===== src/rtl/bp_be_dual_issue_queue_if.sv =====
// Enqueue/dequeue bundle of the dual-issue queue; master drives requests, slave returns state.
// Every slave output is taken from registered state, so a request never combinationally affects it.
interface bp_be_dual_issue_queue_if #(
    parameter int els_p   = 6,
    parameter int width_p = 64
);
    localparam int cnt_width_lp = $clog2(els_p + 1);

    logic [1:0]                  enq_cnt_i;
    logic [1:0][width_p-1:0]     enq_data_i;
    logic                        enq_ready_o;
    logic [cnt_width_lp-1:0]     free_o;
    logic [1:0]                  deq_cnt_i;
    logic [1:0][width_p-1:0]     deq_data_o;
    logic [1:0]                  deq_v_o;
    logic [cnt_width_lp-1:0]     count_o;
    logic                        err_o;

    modport master (
        output enq_cnt_i, enq_data_i, deq_cnt_i,
        input  enq_ready_o, free_o, deq_data_o, deq_v_o, count_o, err_o
    );

    modport slave (
        input  enq_cnt_i, enq_data_i, deq_cnt_i,
        output enq_ready_o, free_o, deq_data_o, deq_v_o, count_o, err_o
    );
endinterface


===== src/rtl/bp_be_dual_issue_queue.sv =====
// Circular queue, 0-2 enqueues and 0-2 dequeues per cycle; entries visible one cycle after enqueue.
// Requests exceeding free slots / occupancy are dropped and set a sticky error instead of stalling.
module bp_be_dual_issue_queue #(
    parameter int els_p            = 6,
    parameter int width_p          = 64,
    parameter bit report_illegal_p = 1'b1
) (
    input  logic                    clk,
    input  logic                    reset_i,
    bp_be_dual_issue_queue_if.slave q
);
    localparam int ptr_width_lp = (els_p > 1) ? $clog2(els_p) : 1;
    localparam int cnt_width_lp = $clog2(els_p + 1);
    localparam logic [ptr_width_lp:0]   els_lp  = (ptr_width_lp + 1)'(els_p);
    localparam logic [cnt_width_lp-1:0] els_cnt = cnt_width_lp'(els_p);

    typedef logic [ptr_width_lp-1:0] ptr_t;

    // Wrapped and unwrapped sums are formed side by side; the sign of the wrapped one picks.
    function automatic ptr_t wrap_add(input ptr_t ptr, input logic [1:0] add);
        logic [ptr_width_lp:0] w;
        logic [ptr_width_lp:0] nw;
        w  = {1'b0, ptr} - els_lp + (ptr_width_lp + 1)'(add);
        nw = {1'b0, ptr} + (ptr_width_lp + 1)'(add);
        return w[ptr_width_lp] ? nw[ptr_width_lp-1:0] : w[ptr_width_lp-1:0];
    endfunction

    logic [width_p-1:0]      r_mem [els_p];
    ptr_t                    r_head;
    ptr_t                    r_tail;
    logic [cnt_width_lp-1:0] r_count;
    logic                    r_err;

    logic [cnt_width_lp-1:0] w_free;
    logic                    w_enq_ok;
    logic                    w_deq_ok;
    logic [1:0]              w_enq_acc;
    logic [1:0]              w_deq_acc;
    ptr_t                    w_head_p1;
    ptr_t                    w_tail_p1;

    assign w_free    = els_cnt - r_count;
    assign w_enq_ok  = (q.enq_cnt_i != 2'd3) && (cnt_width_lp'(q.enq_cnt_i) <= w_free);
    assign w_deq_ok  = (q.deq_cnt_i != 2'd3) && (cnt_width_lp'(q.deq_cnt_i) <= r_count);
    assign w_enq_acc = w_enq_ok ? q.enq_cnt_i : 2'd0;
    assign w_deq_acc = w_deq_ok ? q.deq_cnt_i : 2'd0;
    assign w_head_p1 = wrap_add(r_head, 2'd1);
    assign w_tail_p1 = wrap_add(r_tail, 2'd1);

    always_ff @(posedge clk or posedge reset_i) begin
        if (reset_i) begin
            r_head  <= '0;
            r_tail  <= '0;
            r_count <= '0;
            r_err   <= 1'b0;
        end else begin
            r_head  <= wrap_add(r_head, w_deq_acc);
            r_tail  <= wrap_add(r_tail, w_enq_acc);
            r_count <= r_count + cnt_width_lp'(w_enq_acc) - cnt_width_lp'(w_deq_acc);
            if (!w_enq_ok || !w_deq_ok) begin
                r_err <= 1'b1;
            end
        end
    end

    // Storage is deliberately left unreset; occupancy alone decides what is valid.
    always_ff @(posedge clk) begin
        if (!reset_i && w_enq_acc != 2'd0) begin
            r_mem[r_tail] <= q.enq_data_i[0];
        end
        if (!reset_i && w_enq_acc == 2'd2) begin
            r_mem[w_tail_p1] <= q.enq_data_i[1];
        end
    end

    assign q.count_o       = r_count;
    assign q.free_o        = w_free;
    assign q.enq_ready_o   = (w_free >= cnt_width_lp'(2));
    assign q.deq_v_o       = {(r_count > cnt_width_lp'(1)), (r_count != '0)};
    assign q.deq_data_o[0] = r_mem[r_head];
    assign q.deq_data_o[1] = r_mem[w_head_p1];
    assign q.err_o         = r_err;

    always_ff @(posedge clk) begin
        if (!reset_i) begin
            assert (r_count <= els_cnt) else $error("queue count overflow");
            assert ({1'b0, r_head} < els_lp && {1'b0, r_tail} < els_lp)
                else $error("queue pointer out of range");
            assert (!report_illegal_p || (w_enq_ok && w_deq_ok))
                else $error("illegal enqueue/dequeue request");
        end
    end
endmodule


===== src/flat_wrapper.sv =====
// flat-port wrapper written by rule: the top's interface ports become plain ports
module bp_be_dual_issue_queue_flat 
#(
    parameter int els_p            = 6,
    parameter int width_p          = 64,
    parameter bit report_illegal_p = 1'b1
)
  (clk, reset_i, q_enq_cnt_i, q_enq_data_i, q_deq_cnt_i, q_enq_ready_o, q_free_o, q_deq_data_o, q_deq_v_o, q_count_o, q_err_o);
  bp_be_dual_issue_queue_if #(.els_p(els_p), .width_p(width_p)) q_i ();
  input  logic clk;
  input  logic reset_i;
  input wire logic [$bits(q_i.enq_cnt_i)-1:0] q_enq_cnt_i;
  input wire logic [$bits(q_i.enq_data_i)-1:0] q_enq_data_i;
  input wire logic [$bits(q_i.deq_cnt_i)-1:0] q_deq_cnt_i;
  output wire logic [$bits(q_i.enq_ready_o)-1:0] q_enq_ready_o;
  output wire logic [$bits(q_i.free_o)-1:0] q_free_o;
  output wire logic [$bits(q_i.deq_data_o)-1:0] q_deq_data_o;
  output wire logic [$bits(q_i.deq_v_o)-1:0] q_deq_v_o;
  output wire logic [$bits(q_i.count_o)-1:0] q_count_o;
  output wire logic [$bits(q_i.err_o)-1:0] q_err_o;
  assign q_i.enq_cnt_i = q_enq_cnt_i;
  assign q_i.enq_data_i = q_enq_data_i;
  assign q_i.deq_cnt_i = q_deq_cnt_i;
  assign q_enq_ready_o = q_i.enq_ready_o;
  assign q_free_o = q_i.free_o;
  assign q_deq_data_o = q_i.deq_data_o;
  assign q_deq_v_o = q_i.deq_v_o;
  assign q_count_o = q_i.count_o;
  assign q_err_o = q_i.err_o;
  bp_be_dual_issue_queue #(.els_p(els_p), .width_p(width_p), .report_illegal_p(report_illegal_p)) u_core (.clk(clk), .reset_i(reset_i), .q(q_i));
endmodule

===== config.mk =====
export PLATFORM = sky130hd
export DESIGN_NAME = bp_be_dual_issue_queue_flat
export DESIGN_NICKNAME = d
export VERILOG_FILES = /design/src/rtl/bp_be_dual_issue_queue_if.sv /design/src/rtl/bp_be_dual_issue_queue.sv /design/src/flat_wrapper.sv
export SDC_FILE = /design/constraint.sdc
export NUM_CORES = 1
export LEC_CHECK = 0
export CORE_ASPECT_RATIO = 1.25
export CORE_UTILIZATION = 61
export CTS_CLUSTER_DIAMETER = 200
export DETAILED_ROUTE_END_ITERATION = 10
export PLACE_DENSITY_LB_ADDON = 0.15
export SLEW_MARGIN = 10
export SYNTH_ARGS = -nofsm -noshare
export SYNTH_HDL_FRONTEND = slang
export SYNTH_SLANG_ARGS = --single-unit

===== constraint.sdc =====
create_clock -name clk -period 8.1 [get_ports clk]
set_clock_uncertainty 0.15 [all_clocks]
set_input_delay 0.81 -clock clk [delete_from_list [all_inputs] [get_ports clk]]
set_output_delay 0.81 -clock clk [all_outputs]
set_load 0.05 [all_outputs]

==> results.toml, run 1 <==
[yosys]
yosysSeqAreaShare_pct = 51.9
asyncSetResetFlopFracSynth_pct = 2.54
post_synth_inst_count = 1642
syn-mean-instance-area_um2 = 13.8
number_of_flops_mapped_to_enable_cells_by_yosys = 384
mappedNetlistArea_um2 = 22700
yosys_register_bits = 394
synth_top_flop_cell = "edfxtp_1"
yosysUniqueCellTypes = 43
synth_warnings = 0
syn_nets = 1807

[clocking]
cts-hold-fix-buffers = 0
worst_skew_pair.late_latency_ns = 0.54
post_cts.resized_instances = 0
cts_max_level = 2
cts_made_buffers = 41
clk_root_buffer_cell = "clkbuf_16"
clockBufferDepth = 3
tritoncts = "done"
cts.repair_timing.setup_buffer_count = 0
clock_sink_count = 394
path_clk_slew_ns = 0.06

[worst_setup_path]
setup.worst_path.class = "reg -> out"
timing.critical_path.required_ns = 7.14
cp.arrival_ns = 5.08
crit_path_top_delay_cell = "clkdlybuf4s50_1"
critical_path.most_common_cell = "o22ai_1"
critical_path_peak_fanout = 68
cell_by_cell_trace_of_the_critical_path = "inv_1 -> ha_1 -> xnor2_1 -> a211oi_1 -> a31oi_4 -> buf_4 -> o22ai_1 -> o22ai_1 -> clkdlybuf4s50_1"
crit_path_end_kind = "output pin"
timing.critical_path.from_type = "register"
timing.critical_path.slowest_cell_delay_ns = 0.87

[routing]
drc = 0
postRouteWirelength_um = 61100
route.detailed.wl_per_inst_um = 25.9
drt-pass1-iter-count = 6
drtAntennaViolNets = 0
via_count = 15900
detailedRoute.firstIterationViolations = 1545
routed_via_density = 6.73

[sta]
fin_crit_sh_pct = 74.5
finalSetupTns_ns = 0
tightestPinTransition_ns = 1.19
timing.slew.headroom_pct = 20.8
finalCriticalPeriod_ns = 6.04
max_slew_violations = 0
fmax_mhz = 166
finalHoldViolCount = 0
rsz0062_at_grt = "no"
count_of_final_setup_violators = 0

[job]
max_cap_violations = 0

[die]
top_level_ports = 272
die-width_um = 175
die-area_um2 = 38000
fp.dieH_um = 218
count_of_standard_cell_rows = 78
initial_utilization_pct = 62.2
core_area_um2 = 36500

[place]
place.port_buffers = 271
place.gp.congestion = 0.796
dpl.hpwl_um = 34200

[global_routing]
all_layer_global_routing_usage_pct = 31.9
grt_max_degree = 97
grt_antenna_before_repair = 5
wire_length_of_the_first_global_routing_pass_um = 92200
grt_remaining_overflow = 0
vias_in_the_first_global_route = 16300

[layout]
fraction_of_final_layout_cells_sized_beyond_drive_strength_1_pct = 29.0
layout.nets = 2009
filler_cell_count = 2451
syn_to_final_growth_pct = 17.9

[run_status]
run_status = "finished clean"

[worst_hold_path]
timing.hold.worst.class = "reg -> reg"
per-stage QoR:
step	hold slack (ns)	setup WS [ns]	utilization, %	cells	instance area, µm²
detailed placement	0.330	2.72	69.9	2281	25500
global route	0.374	1.81	73.3	2354	26800
CTS	0.345	2.10	73.3	2352	26700
floorplan	0.379	3.46	-	1642	22700
finish	0.337	2.06	73.3	2356	26800
global placement	0.338	2.80	69.9	2281	25500
final timing paths:
check / to / slack, ns / depth (start not counted) / start
max: q_deq_data_o[83] / 2.06 / 9 / u_core.r_head[1]
min: u_core.q.err_o / 0.34 / 2 / u_core.q.err_o
max reg2reg: u_core.r_mem[0][29] / 3.59 / 9 / u_core.q.count_o[0]
min reg2reg: u_core.q.err_o / 0.34 / 2 / u_core.q.err_o
max in group asynchronous: u_core.r_head[0] / 6.90 / 2 / reset_i
min in group asynchronous: u_core.r_tail[2] / 0.47 / 2 / reset_i
cell usage after synthesis (25+ instances only):
cell type / number / area (µm²)
mux2_2: 384 / 4320
ha_1: 25 / 313
mux2i_1: 68 / 681
buf_6: 34 / 383
o21ai_0: 67 / 335
mux4_2: 64 / 1440
o22ai_1: 193 / 1210
clkbuf_1: 59 / 221
a21oi_1: 75 / 375
nor2_1: 80 / 300
edfxtp_1: 384 / 11500
inv_1: 26 / 97.6
o21bai_1: 65 / 488
area by class of cell:
class,instances,area [µm²],share of cell area (%)
clock buffers,59,1160,4.32
clock inverters,12,60.1,0.224
well taps,480,601,2.24
diodes,4,10.0,0.0374
inverters,26,97.6,0.365
multi-input cells,1087,10200,38.0
flip-flops and latches,394,11800,44.1
repair buffers,294,2890,10.8
per-layer routing:
layer,track usage (%),up-vias,part of all wire (%)
li1,-,6970,-
met1,39.8,7978,38
met2,56.4,789,51
met3,5.39,120,8.0
met4,10.8,2,2.6
met5,0,-,0.021
critical path, delay by kind of cell, from the launching register on:
| family | cells | cell delay (ns) |
|---|---|---|
| buf+inv | 3 | 1.76 |
| compound gates | 4 | 0.86 |
| flops | 1 | 0.83 |
| xor+xnor | 1 | 0.53 |
| fa+ha+maj | 1 | 0.42 |
kinds of logic after synthesis:
kind of cell	count (synthesis)	share of synthesized area, %
AO/OA/AOI/OAI	422	11.4
adder cells (fa/ha/maj)	31	1.91
multiplexers	516	28.4
AND/OR/NAND/NOR	104	1.93
buffers and inverters	161	3.95
flip-flops	394	51.9
XOR/XNOR	14	0.540
layout by cell type (no fill, tap or decap), types with 3 or more instances in the layout:
| cell | count |
|---|---|
| xor2_1 | 6 |
| clkbuf_1 | 14 |
| dfrtp_4 | 3 |
| fa_1 | 6 |
| clkinv_1 | 6 |
| nor3_1 | 4 |
| mux2_2 | 384 |
| mux2i_1 | 68 |
| edfxtp_1 | 384 |
| buf_4 | 23 |
| a21oi_1 | 75 |
| and2_1 | 5 |
| diode_2 | 4 |
| clkdlybuf4s50_1 | 271 |
| clkinv_2 | 4 |
| dfrtp_1 | 7 |
| o21ai_0 | 67 |
| a211oi_1 | 3 |
| o21bai_1 | 65 |
| o22ai_1 | 193 |
| nand2_1 | 4 |
| nor2_1 | 74 |
| ha_1 | 25 |
| a21o_4 | 6 |
| xnor2_1 | 8 |
| inv_1 | 26 |
| nor2_4 | 6 |
| mux4_2 | 64 |
| clkbuf_16 | 43 |
sequential cells by signal, indices dropped and copies added (netlist names):
register / cells
u_core.r_tail: 3
u_core.q.count_o: 3
u_core.q.err_o: 1
u_core.r_mem: 384
u_core.r_head: 3
Power of run 1 is not shown: default switching activity piles up to over one toggle a cycle in this logic, so the estimate is an artifact.
==> run 2: changes to the inputs <==
--- a/config.mk
+++ b/config.mk
@@ -6,7 +6,7 @@
 export NUM_CORES = 1
 export LEC_CHECK = 0
 export CORE_ASPECT_RATIO = 1.25
-export CORE_UTILIZATION = 61
+export CORE_UTILIZATION = 51
 export CTS_CLUSTER_DIAMETER = 200
 export DETAILED_ROUTE_END_ITERATION = 10
 export PLACE_DENSITY_LB_ADDON = 0.15
==> constraint.sdc (replaced) <==
create_clock -name clk -period 5.43 [get_ports clk]
set_clock_uncertainty 0.15 [all_clocks]
set_input_delay 0.543 -clock clk [delete_from_list [all_inputs] [get_ports clk]]
set_output_delay 0.543 -clock clk [all_outputs]
set_load 0.05 [all_outputs]
==> run 2 against run 1 <==
Compared with the run above:
- die area grew 19%
- first-iteration DRC count shrank 21%
- sequential share of layout area shrank 0.48 points
- worst hold slack lost 0.16 ns
- critical endpoint is now q_deq_data_o[78]
- non-clock buffer count grew 19
- critical path depth shrank 1
- design area grew 1.1%
- via count shrank 0.44%
- worst setup slack lost 1.7 ns
- register-to-register slack lost 2.3 ns
- routed wire length grew 3.8%
- critical path type unchanged
- cell count grew 5.1%
==> results.toml, run 2 (synthesized netlist as in run 1, its figures left out) <==
[clocking]
tritoncts = "done"
cts_max_level = 2
path_clk_slew_ns = 0.06
clockBufferDepth = 3
cts-hold-fix-buffers = 0
worst_skew_pair.late_latency_ns = 0.55
clock_sink_count = 394
post_cts.resized_instances = 0
clk_root_buffer_cell = "clkbuf_16"
cts.repair_timing.setup_buffer_count = 0
cts_made_buffers = 43

[sta]
tightestPinTransition_ns = 0.971
rsz0062_at_grt = "no"
finalHoldViolCount = 0
count_of_final_setup_violators = 0
finalSetupTns_ns = 0
max_slew_violations = 0
fin_crit_sh_pct = 93.0
fmax_mhz = 198
timing.slew.headroom_pct = 35.2
finalCriticalPeriod_ns = 5.05

[global_routing]
all_layer_global_routing_usage_pct = 27.9
grt_antenna_before_repair = 11
grt_remaining_overflow = 0
vias_in_the_first_global_route = 16300
grt_max_degree = 97
wire_length_of_the_first_global_routing_pass_um = 95400

[layout]
filler_cell_count = 3480
layout.nets = 2030
most-common-layout-cells = "mux2_2 (384), edfxtp_1 (384), clkdlybuf4s50_1 (236), o22ai_1 (193), a21oi_1 (75)"
syn_to_final_growth_pct = 19.2
largest_register_ff_count = 384
register_containing_the_most_flip_flops_in_the_final_layout = "u_core.r_mem"
fraction_of_final_layout_cells_sized_beyond_drive_strength_1_pct = 31.8

[die]
core_area_um2 = 44000
initial_utilization_pct = 51.6
die-area_um2 = 45400
die-width_um = 191
fp.dieH_um = 238
top_level_ports = 272
count_of_standard_cell_rows = 86

[worst_setup_path]
timing.critical_path.required_ns = 4.74
critical_path_peak_fanout = 96
setup.worst_path.class = "reg -> out"
crit_path_end_kind = "output pin"
cp.arrival_ns = 4.36
timing.critical_path.from_type = "register"
r2r_setup_slack_ns = 1.32

[place]
place.gp.congestion = 0.789
dpl.hpwl_um = 38100
place.port_buffers = 271

[routing]
drt-pass1-iter-count = 5
drc = 0
drtAntennaViolNets = 0
postRouteWirelength_um = 63500
via_count = 15800
route.detailed.wl_per_inst_um = 25.6
routed_via_density = 6.38
detailedRoute.firstIterationViolations = 1215

[run_status]
run_status = "finished clean"

[worst_hold_path]
timing.hold.worst.class = "in -> async"

[job]
max_cap_violations = 0
[run 2: stage by stage]
step	utilization (%)	setup slack, ns	cell area, µm²	hold WS, ns	std cells
6_report	61.5	0.381	27000	0.175	2475
5_1_grt	61.5	0.273	27000	0.225	2474
3_5_place_dp	58.5	1.03	25800	0.333	2392
3_3_place_gp	58.5	1.12	25800	0.343	2392
4_1_cts	61.4	0.428	27000	0.167	2468
2_1_floorplan	-	0.787	22700	0.258	1642
[run 2: cell type report]
class / instances / area (µm²) / share of cell area (%)
Antenna cell: 7 / 17.5 / 0.0648
Tap cell: 572 / 716 / 2.65
Multi-Input combinational cell: 1087 / 10200 / 37.5
Clock inverter: 18 / 119 / 0.439
Inverter: 26 / 97.6 / 0.361
Timing Repair Buffer: 313 / 2990 / 11.1
Clock buffer: 58 / 1160 / 4.30
Sequential cell: 394 / 11800 / 43.6
[run 2: final timing paths]
path	start	end	cells past startpoint
max	u_core.r_head[0]	q_deq_data_o[78]	8
min	reset_i	u_core.r_tail[2]	2
max reg2reg	u_core.q.count_o[0]	u_core.r_mem[4][60]	9
min reg2reg	u_core.q.err_o	u_core.q.err_o	2
max in group asynchronous	reset_i	u_core.r_head[0]	2
min in group clk	u_core.q.err_o	u_core.q.err_o	2
[run 2: per-layer routing]
layer	GRT usage, %	share of wire [%]	vias up
li1	-	-	7023
met1	35.7	40	8005
met2	47.0	50	633
met3	4.99	6.9	118
met4	10.4	3.1	10
met5	0	0.095	-
[run 2: critical path, cell delays in order, from the launching register on]
cell and delay, ns:
dfrtp_4 0.69, ha_1 0.30, xnor2_1 0.55, a211oi_1 0.17, a31oi_4 0.22, buf_12 0.41
o22ai_1 0.14, o22ai_1 0.31, clkdlybuf4s50_1 0.87
Power of run 2 is left out for the same reason.
